`src/rtl/tbuf_miss_ctrl.sv`:
```
// Fetch-buffer miss controller: queues CAM misses, allocates a CAM slot, then issues one downstream request at a time.
// Optional build macro TBUF_MISS_DEDUP_EN folds same-cycle misses to one address into a single entry.
module tbuf_miss_ctrl #(
   parameter int unsigned ADDR_W = 11
) (
   input  logic              clk,
   input  logic              rst,
   input  logic              except,
   input  logic              except_thread,
   input  logic [ADDR_W-1:0] fet_addr0,
   input  logic [ADDR_W-1:0] fet_addr1,
   input  logic              fet_en0,
   input  logic              fet_en1,
   input  logic              fet_thread,
   output logic              fet_stall,
   output logic [ADDR_W-1:0] chk_addr0,
   output logic [ADDR_W-1:0] chk_addr1,
   input  logic              chk_match0,
   input  logic              chk_match1,
   input  logic              free,
   output logic [ADDR_W-1:0] new_addr,
   output logic              new_thread,
   output logic              new_en,
   output logic [ADDR_W-1:0] req_addr,
   output logic              req_thread,
   output logic              req_valid,
   input  logic              req_ready
);
   localparam int unsigned CNT_W = 2;

   typedef enum logic {IDLE = 1'b0, REQ = 1'b1} state_t;
   typedef struct packed {
      logic              thread;
      logic [ADDR_W-1:0] addr;
   } ent_t;

   state_t           state_q, state_d;
   ent_t             ent0_q, ent0_d;
   ent_t             ent1_q, ent1_d;
   logic [CNT_W-1:0] cnt_q, cnt_d;
   ent_t             req_q, req_d;
   logic             alloc;
   logic             flush_fet;
   logic             miss0, miss1, enq1;
   logic             keep0, keep1;

   // CAM lookup addresses pass straight through
   assign chk_addr0  = fet_addr0;
   assign chk_addr1  = fet_addr1;

   // Outputs are forced quiet while reset is held so a live handshake drops immediately
   assign fet_stall  = (cnt_q != '0) && !rst;
   assign new_addr   = (cnt_q != '0) ? ent0_q.addr : '0;
   assign new_thread = (cnt_q != '0) ? ent0_q.thread : 1'b0;
   assign new_en     = alloc && !rst;
   assign req_valid  = (state_q == REQ) && !rst;
   assign req_addr   = rst ? '0 : req_q.addr;
   assign req_thread = rst ? 1'b0 : req_q.thread;

   // Request FSM: allocate from the FIFO head, then hold the request until accepted
   always_comb begin
      state_d = state_q;
      req_d   = req_q;
      alloc   = 1'b0;
      case (state_q)
         IDLE: begin
            if ((cnt_q != '0) && free) begin
               alloc   = 1'b1;
               req_d   = ent0_q;
               state_d = REQ;
            end
         end
         REQ: begin
            if (req_ready) state_d = IDLE;
         end
         default: state_d = IDLE;
      endcase
   end

   // Miss FIFO: fills only when empty (fetch stalls otherwise); pop and flush share one keep mask
   always_comb begin
      flush_fet = except && (except_thread == fet_thread);
      miss0     = fet_en0 && !chk_match0 && !fet_stall && !flush_fet;
      miss1     = fet_en1 && !chk_match1 && !fet_stall && !flush_fet;
`ifdef TBUF_MISS_DEDUP_EN
      enq1      = miss1 && !(miss0 && (fet_addr0 == fet_addr1));
`else
      enq1      = miss1;
`endif
      keep0     = (cnt_q != '0) && !alloc && !(except && (ent0_q.thread == except_thread));
      keep1     = (cnt_q == CNT_W'(2)) && !(except && (ent1_q.thread == except_thread));
      ent0_d    = ent0_q;
      ent1_d    = ent1_q;
      cnt_d     = cnt_q;
      if (cnt_q == '0) begin
         cnt_d = CNT_W'(miss0) + CNT_W'(enq1);
         if (miss0) begin
            ent0_d = '{thread: fet_thread, addr: fet_addr0};
            ent1_d = '{thread: fet_thread, addr: fet_addr1};
         end else if (enq1) begin
            ent0_d = '{thread: fet_thread, addr: fet_addr1};
         end
      end else begin
         cnt_d = CNT_W'(keep0) + CNT_W'(keep1);
         if (!keep0 && keep1) ent0_d = ent1_q;
      end
   end

   always_ff @(posedge clk) begin
      if (rst) begin
         state_q <= IDLE;
         cnt_q   <= '0;
         ent0_q  <= '0;
         ent1_q  <= '0;
         req_q   <= '0;
      end else begin
         state_q <= state_d;
         cnt_q   <= cnt_d;
         ent0_q  <= ent0_d;
         ent1_q  <= ent1_d;
         req_q   <= req_d;
      end
   end

endmodule

```
`config.mk`:
```
export PLATFORM = sky130hd
export DESIGN_NAME = tbuf_miss_ctrl
export DESIGN_NICKNAME = d
export VERILOG_FILES = /design/src/rtl/tbuf_miss_ctrl.sv
export SDC_FILE = /design/constraint.sdc
export NUM_CORES = 1
export LEC_CHECK = 0
export CORE_ASPECT_RATIO = 0.6
export CORE_MARGIN = 1.5
export CORE_UTILIZATION = 43
export CTS_CLUSTER_DIAMETER = 60
export DETAILED_ROUTE_END_ITERATION = 16
export HOLD_SLACK_MARGIN = 0.03
export MAX_ROUTING_LAYER = met4
export PLACE_DENSITY = 0.8
export SKIP_LAST_GASP = 1
export SYNTH_ARGS = -nofsm -noshare
export SYNTH_HDL_FRONTEND = slang
export SYNTH_SLANG_ARGS = --single-unit
export TNS_END_PERCENT = 1
```
`constraint.sdc`:
```
create_clock -name clk -period 2.5 [get_ports clk]
set_input_delay 0.5 -clock clk [delete_from_list [all_inputs] [get_ports clk]]
set_output_delay 0.5 -clock clk [all_outputs]
set_load 0.01 [all_outputs]
```
; Word-level counts from Yosys, hierarchy flattened
; Index checks and enable logic that the tools add are counted.
[totals]
romBits = 0
ramBits = 0
input_bits = 33
ff_bits = 39
mem_count = 0
elab_cells = 61
latchBits = 0
[op_classes]
order_cmp = 0
add_sub_neg = 2
n_eq_ne = 5
reduce_logical = 32
n_div = 0
bitwise = 1
multipliers = 0
shifts = 0
mux = 13
[ops]
columns = cell, count
row1 = $mux 12, 4
row2 = $mux 11, 2
row3 = $logic_and 1x1->1, 17
row4 = $logic_not 1->1, 9
row5 = $reduce_and 2->1, 3
row6 = $mux 1, 5
row7 = $add 1x1->2, 2
row8 = $reduce_bool 2->1, 2
row9 = $eq 1x1->1, 3
row10 = $ne 3x3->1 const B, 1
row11 = $eq 2x2->1 const B, 1
row12 = $logic_not 2->1, 1
row13 = $mux 2, 1
row14 = $pmux 1 s2, 1
row15 = $not 1->1, 1

; Longest topological paths before layout
; Gate-level depths: netlist (run 1).
[depth]
ltp_word = 11
depth_mapped = 11

; Least setup slack after synthesis (run 1)
; Ideal clock, no wire load.
[synth_timing]
path_kind = input-to-reg
start = in fet_thread
end = reg ent0_q[1] (netlist bit)
slack_ps = 234
t_arrival_ps = 2192
stages = 8
path_buffers = 1
path_cell_list = xnor2_2 -> and2_4 -> or4b_4 -> ha_1 -> o21ai_1 -> buf_2 -> o221ai_1 -> a31oi_1
[synth_via]
elab_chain_cells = 6
[synth_rtl]
columns = element, line
row1 = "start, declared", 14  ; input logic fet_thread,
row2 = $eq 1x1->1 (*), 82  ; flush_fet = except && (except_thread == fet_thread);
row3 = $logic_and 1x1->1 (*), 82
row4 = $logic_not 1->1 (*), "83, 84"
row5 = "$logic_and 1x1->1, on equally long branches", "83, 84"
row6 = $ne 3x3->1 (no line) or $mux 12 (tied branches), n/a
row7 = $reduce_and 2->1 (no line) or $mux 12 (tied branches), n/a
row8 = "end signal, assigned", 119  ; ent0_q <= ent0_d;
row9 = "end, declared", 38  ; ent_t ent0_q, ent0_d;
; Mark *: on every way between the ends. The rest lies on a longest branch, timed or not.
; A chain may end at the register's enable or synchronous reset.

; Worst setup path after layout (run 1)
[layout_timing]
start = in fet_thread
end = reg ent0_q[8] (netlist bit)
; The elaborated chain is that of the path after synthesis.

==> results of run 1 <==
[power by group through the flow]
stage / clock [W] / combinational (W) / sequential [W]
finish: 0.000432 / 0.000382 / 0.000701
global route: 0.000471 / 0.000411 / 0.000707
CTS: 0.000441 / 0.000372 / 0.000701
detailed placement: 0 / 0.000370 / 0.000715
global placement: 0 / 0.000361 / 0.000714
floorplan: 0 / 0.000212 / 0.000700
[through the flow]
step / setup TNS [ps] / area (sq um) / util [%] / instances
finish: 0 / 2950 / 64.6 / 382
global route: -9.86 / 2950 / 64.6 / 382
CTS: 0 / 2930 / 64.3 / 381
detailed placement: -2630 / 2840 / 62.2 / 373
global placement: -1990 / 2840 / 62.2 / 373
floorplan: 0 / 2040 / - / 247
[metal layers]
layer / share of wire, % / track usage (%)
met5: 0 / -
met4: 0.82 / 4.84
met3: 8.0 / 6.78
met2: 44 / 31.6
met1: 48 / 29.0
[cell type report]
| cell class | instances | area, sq um | share of cell area, % |
|---|---|---|---|
| clock buffer | 5 | 68.8 | 2.33 |
| clock inverter | 3 | 25.0 | 0.848 |
| timing repair buffer | 103 | 980 | 33.2 |
| sequential | 39 | 781 | 26.5 |
| inverter | 5 | 18.8 | 0.636 |
| multi-input combinational | 164 | 998 | 33.8 |
| tap | 63 | 78.8 | 2.67 |
[cell usage after synthesis, drive strengths merged]
master,number
o32a,1
a31oi,11
ha,4
a211oi,2
nand2,38
o21ai,14
nand3b,1
nor3,1
nor2b,13
xnor2,3
dfxtp,39
a21o,1
nand3,1
nor2,18
and2,13
inv,5
a21oi,15
buf,28
nor3b,1
mux2i,12
or2,1
nand2b,2
o221ai,11
or4b,1
clkbuf,11
[path summary, 6_finish.rpt]
path,from,endpoint,cells past startpoint
setup / recovery,fet_thread,ent0_q[8]$_SDFFE_PP0P_,9
hold reg to reg,req_q[2]$_SDFFE_PP0P_,req_q[2]$_SDFFE_PP0P_,2
hold / removal,req_q[2]$_SDFFE_PP0P_,req_q[2]$_SDFFE_PP0P_,2
setup reg to reg,cnt_q[1]$_SDFF_PP0_,ent0_q[8]$_SDFFE_PP0P_,10
[registers in the layout (all words and copies together), names as in the netlist]
signal   count
cnt_q        2
req_q       12
ent1_q      12
state_q      1
ent0_q      12
[tightest hold or removal path: stages (launching register included)]
cell	delay [ps]
dfxtp_1	310
nand2_1	50
a21oi_1	50
[cells by family (layout without fill, tap and decap cells)]
kind of cell	after synthesis	in the layout	share of synthesized area [%]
AOI/OAI and AO/OA	55	55	17.4
and+or+nand+nor	90	90	21.2
adders and majority gates	4	4	2.46
DFF	39	39	38.3
xor gates and xnor gates	3	3	1.66
buffers and inverters	44	116	13.0
muxes	12	12	5.89
[repair_timing]
| item | CTS | global route |
|---|---|---|
| gates resized for setup | 0 | 5 |
| hold endpoints to repair | 0 | 0 |
| endpoints found under the setup margin | 0 | 11 |
==> out/qor.txt, run 1 <==
Sequential Power Share = 46.3%
clock share of power = 28.5%
Total Routing Usage GR = 21.5%
Synth cell types = 32
global route total overflow = 0
status = completed
Yosys warnings = 0
cells along the critical path = clkdlybuf4s50_1 > xnor2_2 > and2_4 > or4b_4 > ha_2 > o21ai_2 > buf_4 > o221ai_1 > a31oi_1
clock sinks = 39
number of global-route vias before repair = 1767
Residual DRC = 0
most frequent cells in the layout = clkdlybuf4s50_1, dfxtp_1, nand2_1
total core area = 0.00456 sq mm
most common cell after layout, fill and taps aside = clkdlybuf4s50_1
Fin Clk Skew = 9.02 ps
critical path type = in -> reg
syn nets = 284
fin crit period = 2450 ps
period utilization = 98.0%
Int Power = 0.00107 W
# rows = 19
number of synthesized register bits = 39
Initial Util = 44.7%
Post-Syn Area = 0.00204 sq mm
endpoints failing setup = 0
critical path's slowest cell = or4b_4
Nets = 355
Post-DP HPWL = 4.05 mm
WHS = 455 ps
Worst Hold Class = reg -> reg
crit-path max cell delay = 520 ps
Critical Path Source Type = input pin
critical path data required time = 2710 ps
share of post-route cells with drive strength above 1 = 11.6%
Top Ports = 82
Cells after Synth = 247
via count = 1966
NetSw = 0.000447 W
CTS Hold Bufs = 0
Slew @ Worst Pin = 366 ps
Filler cells = 379
via density per instance = 5.15
die height = 56.3 um
RePlAce Congestion = 0.867
type of destination of the critical path = flop
Arrival @ worst endpoint = 2670 ps
Worst-Skew Late Latency = 300 ps
Port-buffer cells = 81
leak pwr = 1.10 nW
Synth area leader = dfxtp_1
Buf/Inv on CP = 2
setup bufs post-CTS = 0
final wirelength = 5.37 mm
drt first-iter violations = 116
VDD IR max = 0.000254 V
Final Hold Viols = 0
Final Max Slew Viols = 0
WL/cell = 14.1 um
Pre-antenna DRT Iters = 6
initial antenna violation count = 0
Setup WS pre-CTS = -248 ps
area share of the largest cell type after synthesis = 38.3%
Die X = 91.9 um
CP Max Fanout = 6
first-pass GRT wire length = 8.53 mm
Root Buffer = clkbuf_8
setup ws final = 49.0 ps
Tot Pwr = 0.00152 W
synth top area cells = dfxtp_1, buf_4, nand2_1
ant diodes = 0
clock slew at reported path FFs = 80 ps
CTS max path bufs = 2
largest net degree at the start of global routing = 29
worst relative slew slack = 75.6%
Seq/Total Area, Yosys = 38.3%
Switching Fraction = 29.5%
Clock H-tree levels = 2
power per cell area = 514 mW/mm^2
max cap viols = 0
logic gate share of total power = 25.2%
remaining antenna violation count = 0
Num CTS Buffers = 5
f_max = 0.408 GHz
FF-to-FF setup slack = 430 ps
synthesis-to-finish area growth = 44.8%
TritonCTS clock tree = done
die area = 0.00518 sq mm
Largest delay share family, worst path = simple AND/OR/NAND/NOR gates
syn avg cell area = 8.25 sq um
No activity file was read; power rests on OpenSTA's default activity.
==> inputs of run 2 (changes only) <==
- CTS_BUF_LIST: not set -> sky130_fd_sc_hd__clkbuf_16
- RECOVER_POWER: not set -> 50
==> run 2 against run 1 <==
Net effect:
- clock power increased by 45%
- core utilization rose by 0.79 points
- die area stayed put
- clock-buffer cell count unchanged
- via count about the same
- hold slack worse by 3.7 ps
- final cell count did not move
- sequential share of layout area fell by 0.32 points
- clock skew about the same
- setup slack improved by 47 ps
- total power up 12%
- routed wire length up 1.2%
- critical endpoint unchanged
- highest routed layer unchanged
==> out/qor.txt, run 2 (synthesized netlist as in run 1, its figures left out) <==
Setup WS pre-CTS = -248 ps (unchanged)
Clock H-tree levels = 2 (unchanged)
Total Routing Usage GR = 22.1% (was 21.5%)
ant diodes = 0 (unchanged)
Top Ports = 82 (unchanged)
setup ws final = 95.7 ps (was 49.0 ps)
CTS Hold Bufs = 0 (unchanged)
critical path data required time = 2700 ps (was 2710 ps)
Die X = 91.9 um (unchanged)
Num CTS Buffers = 5 (unchanged)
clock share of power = 36.9% (was 28.5%)
NetSw = 0.000464 W (was 0.000447 W)
Pre-antenna DRT Iters = 4 (was 6)
synthesis-to-finish area growth = 46.5% (was 44.8%)
Port-buffer cells = 81 (unchanged)
WL/cell = 14.2 um (was 14.1 um)
worst relative slew slack = 64.1% (was 75.6%)
remaining antenna violation count = 0 (unchanged)
initial antenna violation count = 0 (unchanged)
first-pass GRT wire length = 8.74 mm (was 8.53 mm)
die height = 56.3 um (unchanged)
Critical Path Source Type = input pin (unchanged)
Worst-Skew Late Latency = 290 ps (was 300 ps)
status = completed (unchanged)
drt first-iter violations = 137 (was 116)
clock sinks = 39 (unchanged)
Sequential Power Share = 41.4% (was 46.3%)
global route total overflow = 0 (unchanged)
Initial Util = 44.7% (unchanged)
post-route cell area = 0.00299 sq mm (was 0.00295 sq mm)
power per cell area = 568 mW/mm^2 (was 514 mW/mm^2)
Residual DRC = 0 (unchanged)
worst r2r src = cnt_q[1]$_SDFF_PP0_ (unchanged)
RSZ-0062 raised after global routing = no
cells along the critical path = clkdlybuf4s50_1 > xnor2_1 > and2_4 > or4b_4 > ha_2 > o21ai_4 > buf_4 > o221ai_1 > a31oi_1 (was clkdlybuf4s50_1 > xnor2_2 > and2_4 > or4b_4 > ha_2 > o21ai_2 > buf_4 > o221ai_1 > a31oi_1)
Arrival @ worst endpoint = 2610 ps (was 2670 ps)
TritonCTS clock tree = done (unchanged)
crit-path max cell delay = 520 ps (about the same)
Fin Clk Skew = 8.75 ps (was 9.02 ps)
via density per instance = 5.15 (about the same)
Post-DP HPWL = 4.05 mm (unchanged)
final wirelength = 5.44 mm (was 5.37 mm)
Worst Hold Class = reg -> reg (unchanged)
# rows = 19 (unchanged)
Critical Path Source = except_thread (was fet_thread)
share of post-route cells with drive strength above 1 = 10.3% (was 11.6%)
f_max = 0.416 GHz (was 0.408 GHz)
endpoints failing setup = 0 (unchanged)
most frequent cells in the layout = clkdlybuf4s50_1, dfxtp_1, nand2_1 (unchanged)
Slew @ Worst Pin = 539 ps (was 366 ps)
die area = 0.00518 sq mm (unchanged)
WHS = 451 ps (was 455 ps)
largest net degree at the start of global routing = 29 (unchanged)
Hold Startpoint = req_q[2]$_SDFFE_PP0P_ (unchanged)
Final Max Slew Viols = 0 (unchanged)
RePlAce Congestion = 0.867 (unchanged)
critical path type = in -> reg (unchanged)
Post-DP Area = 0.00284 sq mm (unchanged)
logic gate share of total power = 21.7% (was 25.2%)
period utilization = 96.2% (was 98.0%)
via count = 1967 (was 1966)
Final Hold Viols = 0 (unchanged)
CTS max path bufs = 2 (unchanged)
total core area = 0.00456 sq mm (unchanged)
Switching Fraction = 27.4% (was 29.5%)
leak pwr = 1.13 nW (was 1.10 nW)
VDD IR max = 0.000328 V (was 0.000254 V)
Root Buffer = clkbuf_16 (was clkbuf_8)
most common cell after layout, fill and taps aside = clkdlybuf4s50_1 (unchanged)
Nets = 355 (unchanged)
Int Power = 0.00123 W (was 0.00107 W)
CP Max Fanout = 6 (unchanged)
number of global-route vias before repair = 1811 (was 1767)
critical path's slowest cell = or4b_4 (unchanged)
max cap viols = 0 (unchanged)
biggest regs = ent0_q (12), ent1_q (12), req_q (12) (unchanged)
fin crit period = 2400 ps (was 2450 ps)
clock slew at reported path FFs = 60 ps (was 80 ps)
type of destination of the critical path = flop (unchanged)
run 2: per-stage QoR:
step / total power (W) / instances / TNS (ps) / util (%)
floorplan: 0.000912 / 247 / 0 / -
global placement: 0.00108 / 373 / -1990 / 62.2
detailed placement: 0.00109 / 373 / -2630 / 62.2
CTS: 0.00171 / 381 / 0 / 65.5
global route: 0.00177 / 382 / 0 / 65.4
finish: 0.00170 / 382 / 0 / 65.4
run 2: cell type report:
| class | count | area [sq um] |
|---|---|---|
| clock buffers | 5 | 125 |
| clock inverters | 3 | 25.0 |
| fillers | 366 | 1580 |
| inverters | 5 | 18.8 |
| multi-input cells | 164 | 986 |
| flip-flops and latches | 39 | 781 |
| well taps | 63 | 78.8 |
| repair buffers | 103 | 972 |
run 2: worst paths after layout:
| path | slack, ps | end | depth (start not counted) |
|---|---|---|---|
| hold reg to reg | 450 | req_q[2]$_SDFFE_PP0P_ | 2 |
| setup reg to reg | 400 | ent0_q[0]$_SDFFE_PP0P_ | 9 |
| setup / recovery | 100 | ent0_q[8]$_SDFFE_PP0P_ | 9 |
| hold / removal | 450 | req_q[2]$_SDFFE_PP0P_ | 2 |
run 2: repair_timing:
| item | 4_1_cts | 5_1_grt |
|---|---|---|
| endpoints found under the setup margin | 0 | 11 |
| endpoints found under the hold margin | 0 | 0 |
| buffers inserted | 0 | 0 |
| resized for setup | 0 | 7 |
run 2: power groups by stage:
stage	logic, W	clock network, W	registers [W]
5_1_grt	0.000398	0.000669	0.000708
4_1_cts	0.000373	0.000634	0.000702
6_report	0.000369	0.000625	0.000702
3_5_place_dp	0.000370	0	0.000715
3_3_place_gp	0.000361	0	0.000714
2_1_floorplan	0.000212	0	0.000700
run 2: per-layer routing:
| metal | track usage, % | vias to the layer above | routed length (um) |
|---|---|---|---|
| li1 | - | 967 | - |
| met1 | 29.6 | 905 | 2470 |
| met2 | 32.9 | 88 | 2440 |
| met3 | 6.78 | 7 | 484 |
| met4 | 4.84 | 0 | 44 |
| met5 | - | - | 0 |
run 2: critical path: cells and delay by family:
kind	cells	cell delay [ps]
xor gates and xnor gates	1	150
AOI/OAI and AO/OA	3	450
adders and majority gates	1	220
buffers and inverters	2	610
and+or+nand+nor	2	680
